--- src/rtl/param_delay_unit.sv ---
// -----------------------------------------------------------------------------
// param_delay_unit
//
// Multi-lane elastic delay line. Each of N_CH lanes is a DEPTH-stage register
// pipeline with per-stage valid bits. Lanes keep full ready/valid backpressure
// and collapse bubbles. A word accepted into an empty, unstalled lane leaves
// exactly DEPTH cycles later. Lane outputs are routed either straight through
// or in reversed lane order.
//
// Parameters
//   N_CH    : number of independent lanes (>= 1)
//   WIDTH   : data bits per lane (>= 1)
//   DEPTH   : stages per lane, which is also the minimum latency (>= 1)
//   REVERSE : 1 routes input lane i to output lane N_CH-1-i, 0 routes i to i
//   OCW     : occupancy field width, $clog2(DEPTH+1)
//
// Ports
//   CLK          in   1          rising-edge clock
//   RESET        in   1          synchronous active-high reset
//   FLUSH        in   1          synchronous discard of all stored words
//   INPUT_data   in   N_CH*WIDTH lane i at [i*WIDTH +: WIDTH]
//   INPUT_valid  in   N_CH       per-lane producer valid
//   INPUT_ready  out  N_CH       per-lane accept
//   OUTPUT_data  out  N_CH*WIDTH per-output-lane data, same packing
//   OUTPUT_valid out  N_CH       per-output-lane valid
//   OUTPUT_ready in   N_CH       per-output-lane consumer ready
//   OCCUPANCY    out  N_CH*OCW   valid-stage count of input lane i
// -----------------------------------------------------------------------------
module param_delay_unit #(
  parameter int N_CH    = 2,
  parameter int WIDTH   = 5,
  parameter int DEPTH   = 3,
  parameter int REVERSE = 1,
  localparam int OCW    = $clog2(DEPTH + 1)
) (
  input  logic                    CLK,
  input  logic                    RESET,
  input  logic                    FLUSH,
  input  logic [N_CH*WIDTH-1:0]   INPUT_data,
  input  logic [N_CH-1:0]         INPUT_valid,
  output logic [N_CH-1:0]         INPUT_ready,
  output logic [N_CH*WIDTH-1:0]   OUTPUT_data,
  output logic [N_CH-1:0]         OUTPUT_valid,
  input  logic [N_CH-1:0]         OUTPUT_ready,
  output logic [N_CH*OCW-1:0]     OCCUPANCY
);

  // Number of set bits in a lane's valid vector.
  function automatic logic [OCW-1:0] popcount(input logic [DEPTH-1:0] vec);
    logic [OCW-1:0] cnt;
    cnt = {OCW{1'b0}};
    for (int k = 0; k < DEPTH; k++) begin
      cnt = cnt + OCW'(vec[k]);
    end
    return cnt;
  endfunction

  for (genvar i = 0; i < N_CH; i++) begin : g_lane
    // Output lane fed by this input lane.
    localparam int OL = (REVERSE != 0) ? (N_CH - 1 - i) : i;

    logic [DEPTH-1:0] v_q;
    logic [DEPTH-1:0] v_d;
    logic [WIDTH-1:0] d_q [DEPTH];
    logic [OCW-1:0]   occ_q;
    // load_s[s]: stage s can take a new word this cycle, i.e. it is empty or
    // its own word is moving on. load_s[s] for s>0 equals "stage s-1 advances".
    logic [DEPTH-1:0] load_s;
    logic             ready_s;
    logic             accept_s;

    // Ready chain from the consumer back to stage 0. Any empty stage at or
    // after s lets everything before it move, so the chain is a running OR
    // of empty-stage flags seeded with the consumer's ready.
    always_comb begin
      logic chain;
      chain  = OUTPUT_ready[OL];
      load_s = {DEPTH{1'b0}};
      for (int s = DEPTH - 1; s >= 0; s--) begin
        chain     = chain | ~v_q[s];
        load_s[s] = chain;
      end
    end

    assign ready_s        = ~RESET & ~FLUSH & load_s[0];
    assign accept_s       = INPUT_valid[i] & ready_s;
    assign INPUT_ready[i] = ready_s;

    // Next valid vector: a stage that can load takes its predecessor's valid
    // (or the accept flag at stage 0); a blocked stage is necessarily full
    // and keeps its word.
    always_comb begin
      v_d    = v_q;
      v_d[0] = load_s[0] ? accept_s : v_q[0];
      for (int s = 1; s < DEPTH; s++) begin
        v_d[s] = load_s[s] ? v_q[s-1] : v_q[s];
      end
    end

    // Valid bits and occupancy; reset and flush both empty the lane.
    always_ff @(posedge CLK) begin
      if (RESET || FLUSH) begin
        v_q   <= {DEPTH{1'b0}};
        occ_q <= {OCW{1'b0}};
      end else begin
        v_q   <= v_d;
        occ_q <= popcount(v_d);
      end
    end

    // Data stages load only when a real word moves in, so a stalled output
    // word stays stable.
    always_ff @(posedge CLK) begin
      if (RESET) begin
        for (int s = 0; s < DEPTH; s++) begin
          d_q[s] <= {WIDTH{1'b0}};
        end
      end else begin
        if (accept_s) begin
          d_q[0] <= INPUT_data[i*WIDTH +: WIDTH];
        end else begin
          d_q[0] <= d_q[0];
        end
        for (int s = 1; s < DEPTH; s++) begin
          if (load_s[s] && v_q[s-1]) begin
            d_q[s] <= d_q[s-1];
          end else begin
            d_q[s] <= d_q[s];
          end
        end
      end
    end

    assign OUTPUT_valid[OL]                = v_q[DEPTH-1];
    assign OUTPUT_data[OL*WIDTH +: WIDTH]  = d_q[DEPTH-1];
    assign OCCUPANCY[i*OCW +: OCW]         = occ_q;
  end

endmodule
--- config.mk ---
export PLATFORM = sky130hd
export DESIGN_NAME = param_delay_unit
export DESIGN_NICKNAME = d
export VERILOG_FILES = /design/src/rtl/param_delay_unit.sv
export SDC_FILE = /design/constraint.sdc
export NUM_CORES = 1
export LEC_CHECK = 0
export ABC_CLOCK_PERIOD_IN_PS = 1420
export CORE_MARGIN = 3
export CORE_UTILIZATION = 39
export DETAILED_ROUTE_END_ITERATION = 16
export PLACE_DENSITY_LB_ADDON = 0.12
export SLEW_MARGIN = 20
export SYNTH_ARGS = -nofsm -noshare
export SYNTH_HDL_FRONTEND = slang
export SYNTH_SLANG_ARGS = --single-unit
export TNS_END_PERCENT = 5
--- constraint.sdc ---
create_clock -name CLK -period 1.42 [get_ports CLK]
set_input_delay 0.213 -clock CLK [delete_from_list [all_inputs] [get_ports CLK]]
set_output_delay 0.213 -clock CLK [all_outputs]
set_load 0.005 [all_outputs]
==> run metrics, run 1 <==
outcome finished, final reports clean; leakage 0.8210 nW; worst-case reg-to-reg path depth 5; R2R setup slack 0.006 ns; Final setup viols 0; Clock Path Buffers 2; Mean Syn Cell Area 13.66 µm²; mapped cell area 1625 µm²; Hold Crit Class in -> reg; vias per cell 4.531; area occupied by multi-input gates 461.7 µm²; min Tclk post-route 1.414 ns; period utilization 0.9958; Die ar. 4978 µm²; diodes inserted 0; Initial Util 0.4248; unrepaired setup endpoints after global routing true; Max-cap violations 0; grt ovf 0; Worst EP required 1.65 ns; # fillers 340; Final GP Congestion 0.8332; Finished Layout Cells 213; Synth Net Count 138; RR Startpoint g_lane[0].v_q[0]; clock slew at reported path FFs 0.07 ns; nature of the critical path startpoint register; CP Depth 5; final hold vios 0; Synth cell types 20; critical path fanouts, max 3; Seq cells post-synth 40; DR top layer met4; first-pass GRT wire length 4471 µm; Synth Instances 119; # clock sinks 40; detailed-route DRC error count 0; R2R Path End g_lane[0].occ_q[0]; die width 70.56 µm; initial antenna violation count 0; largest net degree at the start of global routing 37; max frequency 707.2 MHz; Reg area 1106 µm²; critical path's largest stage delay 0.43 ns; pwr/cell area 1049 nW/µm²; most frequent cells in the layout nor2b_1 (31), edfxtp_1 (30), clkdlybuf4s50_1 (26); post-synthesis sequential area ratio 0.6774; WP buf/inv 1; synthesis warning total 0; Final Max Slew Viols 0; worst-skew pair later-pin latency 0.28 ns; antenna-violating nets left 0; total routed wirelength 2683 µm; DR WL met2 1339 µm; cts bufs inserted 5; GR Util All Layers 0.1172; commonest non-fill, non-tap cell in the layout nor2b_1; wl on met1 1143 µm; I/O pin count 35; routed len/inst 12.60 µm; hold path startpoint OUTPUT_ready[0]; DR iter-0 viols 58; Worst Skew 0.001393 ns; Critical Path AT 1.64 ns; sequence of cells on the critical path and4b_2 > buf_6 > a21oi_2 > fa_1 > nor2_1; CTS tree done; Layout Area Growth over Synthesis 33.03%; dpl cells 205; # port buffers 34; Rows 22; Worst Setup SP g_lane[0].v_q[0]; Vias 965; Core Footprint 3826 µm²; router iterations before antenna repair 4; H-tree Lvls 2; DP HPWL 1840 µm; total power 2.268 mW; Least-Margin Pin Slew 0.5281 ns; share of layout cells above drive strength 1 0.2121; Post-CTS Hold Buffers 0; routed length on met3 149 µm; type of the worst setup path reg -> reg; nets 184; Die Y 70.56 µm; CP Capture Point g_lane[0].occ_q[0]; CP Capture Type register; kind of cell adding the most delay to the critical path adder cells; clock root cell clkbuf_8; Slew HR 0.6472; vias in the first global route 994; VDD IR max 0.5005 mV; Max stage delay cell, worst path fa_1
## metal layers
metal / GRT usage / vias to the layer above
li1: - / 488
met1: 0.1376 / 446
met2: 0.1913 / 25
met3: 0.04261 / 6
met4: 0.05637 / 0
met5: 0 / -
## kinds of logic after synthesis
group / count (synthesis) / share of synthesized area
AO/OA/AOI/OAI: 16 / 0.06929
flip-flops: 40 / 0.6774
adder cells (fa/ha/maj): 2 / 0.02464
buffers and inverters: 13 / 0.05003
AND/OR/NAND/NOR: 48 / 0.1786
## cells in the mapped netlist (all sizes together)
library cell | n | area share
inv | 4 | 0.0092
nor2b | 32 | 0.12
buf | 8 | 0.038
o21bai | 4 | 0.018
fa | 2 | 0.025
clkbuf | 1 | 0.0023
and4b | 2 | 0.012
dfxtp | 10 | 0.12
nor2 | 9 | 0.022
nand2b | 2 | 0.0077
edfxtp | 30 | 0.55
nand3b | 2 | 0.0092
o21a | 4 | 0.018
a21o | 2 | 0.0092
a21oi | 6 | 0.023
or2 | 1 | 0.0039
## worst min-delay path by stage
stage,slack [ns],depth (start not counted),end
2_1_floorplan,0.34,1,g_lane[1].v_q[0]
4_1_cts,0.44,3,g_lane[0].v_q[2]
5_1_grt,0.38,3,g_lane[1].v_q[2]
3_3_place_gp,0.51,1,g_lane[0].d_q[1][3]
6_report,0.34,3,g_lane[1].v_q[2]
3_5_place_dp,0.52,1,g_lane[0].d_q[2][0]
## tightest hold or removal path: stages
cell and delay (ns):
dlymetal6s2s_1 0.11, nor2b_1 0.09, o21a_1 0.17
## power breakdown
| group | total, mW | switching [mW] | internal (mW) |
|---|---|---|---|
| Combinational | 0.218 | 0.0886 | 0.130 |
| Clock | 0.694 | 0.356 | 0.338 |
| Sequential | 1.36 | 0.0149 | 1.34 |
| Total | 2.27 | 0.459 | 1.81 |
## state kept, by name, summed over array words and instances, names as in the netlist
register and cells:
g_lane.d_q 30, g_lane.occ_q 4, g_lane.v_q 6
## layout make-up
class | instances | area share
flip-flops and latches | 40 | 0.5116
multi-input cells | 66 | 0.2135
repair buffers | 48 | 0.2049
clock buffers | 7 | 0.03530
well taps | 48 | 0.02778
inverters | 4 | 0.006944
## stage by stage
step | util | hold slack [ns] | setup slack, ns | setup TNS [ns] | instance area, µm²
after CTS | 0.5605 | 0.4417 | -0.03259 | -0.1793 | 2145
final | 0.5651 | 0.3360 | 0.005944 | 0 | 2162
after global placement | 0.5376 | 0.5115 | -0.3938 | -12.49 | 2057
after detailed placement | 0.5376 | 0.5196 | -0.3983 | -12.74 | 2057
after floorplan | - | 0.3369 | 0.02943 | 0 | 1625
after global routing | 0.5651 | 0.3752 | -0.05953 | -0.09737 | 2162
## what timing repair did
| action | 4_1_cts | 5_1_grt |
|---|---|---|
| buffers inserted | 1 | 0 |
| setup endpoints to repair | 26 | 11 |
| pin swaps | 3 | 1 |
| gates resized for setup | 17 | 7 |
Power figures use the tool's default switching activity.
==> run 2: changes to the inputs <==
Settings changed: CAP_MARGIN set to 25.
==> results of run 2 <==
No change in the layout: final DEF, timing and power equal those of run 1.
==> run 3: changes to the inputs <==
Settings changed: SKIP_LAST_GASP set to 1.
==> run 3 against run 2 <==
The run now ends with negative setup slack left. Sequential share of layout area rose by 0.064 points. Total power barely moved. Routed wire length fell by 0.71%. First-iteration DRC count rose by 3.4%. Critical path depth fell by 2. Fmax fell by 2.5%. Die area did not move.
==> run metrics, run 3 (synthesis gave the netlist of run 1 again) <==
first-pass GRT wire length 4409 µm (-1.4%); Core Footprint 3826 µm² (unchanged); cts bufs inserted 5 (unchanged); Layout Area Growth over Synthesis 32.41%; Max stage delay cell, worst path clkdlybuf4s50_1; Finished Layout Cells 213 (unchanged); dpl cells 205 (unchanged); nature of the critical path startpoint input pin; Post-CTS Hold Buffers 0 (unchanged); clock slew at reported path FFs 0.07 ns (about the same); Reg with most FFs g_lane.d_q; vias per cell 4.559 (+0.62%); worst-skew pair later-pin latency 0.28 ns (about the same); type of the worst setup path in -> reg; Setup WS pre-CTS -0.3983 ns (unchanged); Final GP Congestion 0.8332 (unchanged); final setup margin -0.03067 ns (-0.03661 ns); DR iter-0 viols 60 (+3.4%); largest net degree at the start of global routing 37 (unchanged); antenna-violating nets left 0 (unchanged); WHS Path Cells 3 (unchanged); Final setup viols 9 (+9); H-tree Lvls 2 (unchanged); outcome finished with violations; max frequency 689.3 MHz (-2.5%); pwr/cell area 1053 nW/µm² (+0.40%); sequence of cells on the critical path clkdlybuf4s50_1 > and4b_2 > o21bai_1; period utilization 1.022 (+0.02578); total routed wirelength 2664 µm (-0.71%); worst hold slack 0.4601 ns (+0.1242 ns); DP HPWL 1840 µm (unchanged); grt ovf 0 (unchanged); kind of cell adding the most delay to the critical path buffers and inverters; Reg area 1102 µm² (-0.34%); nets 184 (unchanged); Final Max Slew Viols 0 (unchanged); placed inst area 2057 µm² (unchanged); WP buf/inv 1 (unchanged); clock root cell clkbuf_8; I/O pin count 35 (unchanged); GR Util All Layers 0.1157 (-0.001503); worst-case reg-to-reg path depth 5 (unchanged); # fillers 340 (unchanged); biggest regs g_lane.d_q (30), g_lane.v_q (6), g_lane.occ_q (4); Hold Crit Class in -> reg; critical path fanouts, max 5 (+2); detailed-route DRC error count 0 (unchanged); min Tclk post-route 1.451 ns (+0.03661 ns); Worst EP required 1.35 ns (-0.30 ns); CP Depth 3 (-2); VDD IR max 0.4795 mV (-4.2%); Vias 971 (+0.62%); Worst Skew 0.001990 ns (+0.0005977 ns); Die ar. 4978 µm² (unchanged); final hold vios 0 (unchanged); commonest non-fill, non-tap cell in the layout nor2b_1; max reg flops 30 (unchanged); R2R setup slack -0.01 ns (-0.02 ns); most frequent cells in the layout nor2b_1 (32), edfxtp_1 (30), clkdlybuf4s50_1 (29); Slew HR 0.6321 (-0.01518); share of layout cells above drive strength 1 0.1818 (-0.03030); post-route setup TNS -0.2054 ns (-0.2054 ns); initial antenna violation count 0 (unchanged); Critical Path AT 1.39 ns (-0.25 ns); vias in the first global route 980 (-1.4%); Initial Util 0.4248 (unchanged); Least-Margin Pin Slew 0.5508 ns (+0.02273 ns); critical path's largest stage delay 0.48 ns (+0.05 ns); Clock Path Buffers 2 (unchanged); Rows 22 (unchanged); final instance area 2152 µm² (-0.46%); leakage 0.7920 nW (-3.5%); CTS tree done; router iterations before antenna repair 3 (-1); area occupied by multi-input gates 459.2 µm² (-0.54%); # clock sinks 40 (unchanged); CP Capture Type register; # port buffers 34 (unchanged); routed len/inst 12.51 µm (-0.71%); diodes inserted 0 (unchanged); Max-cap violations 0 (unchanged); die width 70.56 µm (unchanged); Die Y 70.56 µm (unchanged); failing checks negative setup slack; unrepaired setup endpoints after global routing true
## run 3: changes by cell type in the layout (fill, tap and decap cells not counted), sizes merged
cell           delta
clkdlybuf4s50     +3
dlymetal6s2s      -2
buf               -1
clkdlybuf4s15     -1
dlygate4sd2       +1
## run 3: repair_timing
item / 4_1_cts / 5_1_grt
gates resized for setup: 13 / 3
pin swaps: 2 / 2
setup endpoints to repair: 26 / 12
setup buffers: 1 / 0
## run 3: final timing paths
| path | start | endpoint |
|---|---|---|
| worst min-delay path | OUTPUT_ready[1] | g_lane[0].v_q[2] |
| worst min register to register | g_lane[1].d_q[1][2] | g_lane[1].d_q[2][2] |
| worst max-delay path | OUTPUT_ready[0] | g_lane[1].d_q[0][0] |
| worst max register to register | g_lane[0].v_q[2] | g_lane[0].occ_q[0] |
## run 3: per-layer routing
metal,GRT usage,vias to the layer above,wire length [µm]
li1,-,490,-
met1,0.1376,449,1151
met2,0.1861,25,1323
met3,0.04261,7,136
met4,0.05637,0,52
met5,0,-,0
## run 3: stage by stage
stage	power [mW]	util
after global placement	1.597	0.5376
after global routing	2.363	0.5625
after CTS	2.296	0.5602
final	2.267	0.5625
after detailed placement	1.605	0.5376
after floorplan	1.485	-
## run 3: cell type report
type	instances	share of cell area
flip-flops and latches	40	0.5122
multi-input cells	66	0.2134
repair buffers	48	0.2041
clock buffers	7	0.03547
well taps	48	0.02791
inverters	4	0.006977
## run 3: worst register-to-register path, cell delays in order, from the launching register on
cell and delay [ns]:
dfxtp_2 0.33, and4b_2 0.26, buf_6 0.13, a21oi_2 0.12
fa_1 0.43, nor2_1 0.10
## run 3: power by group
part	internal, mW	switching, mW	leakage, nW
logic	0.130	0.0884	0.362
registers	1.34	0.0149	0.392
clock network	0.338	0.355	0.0383
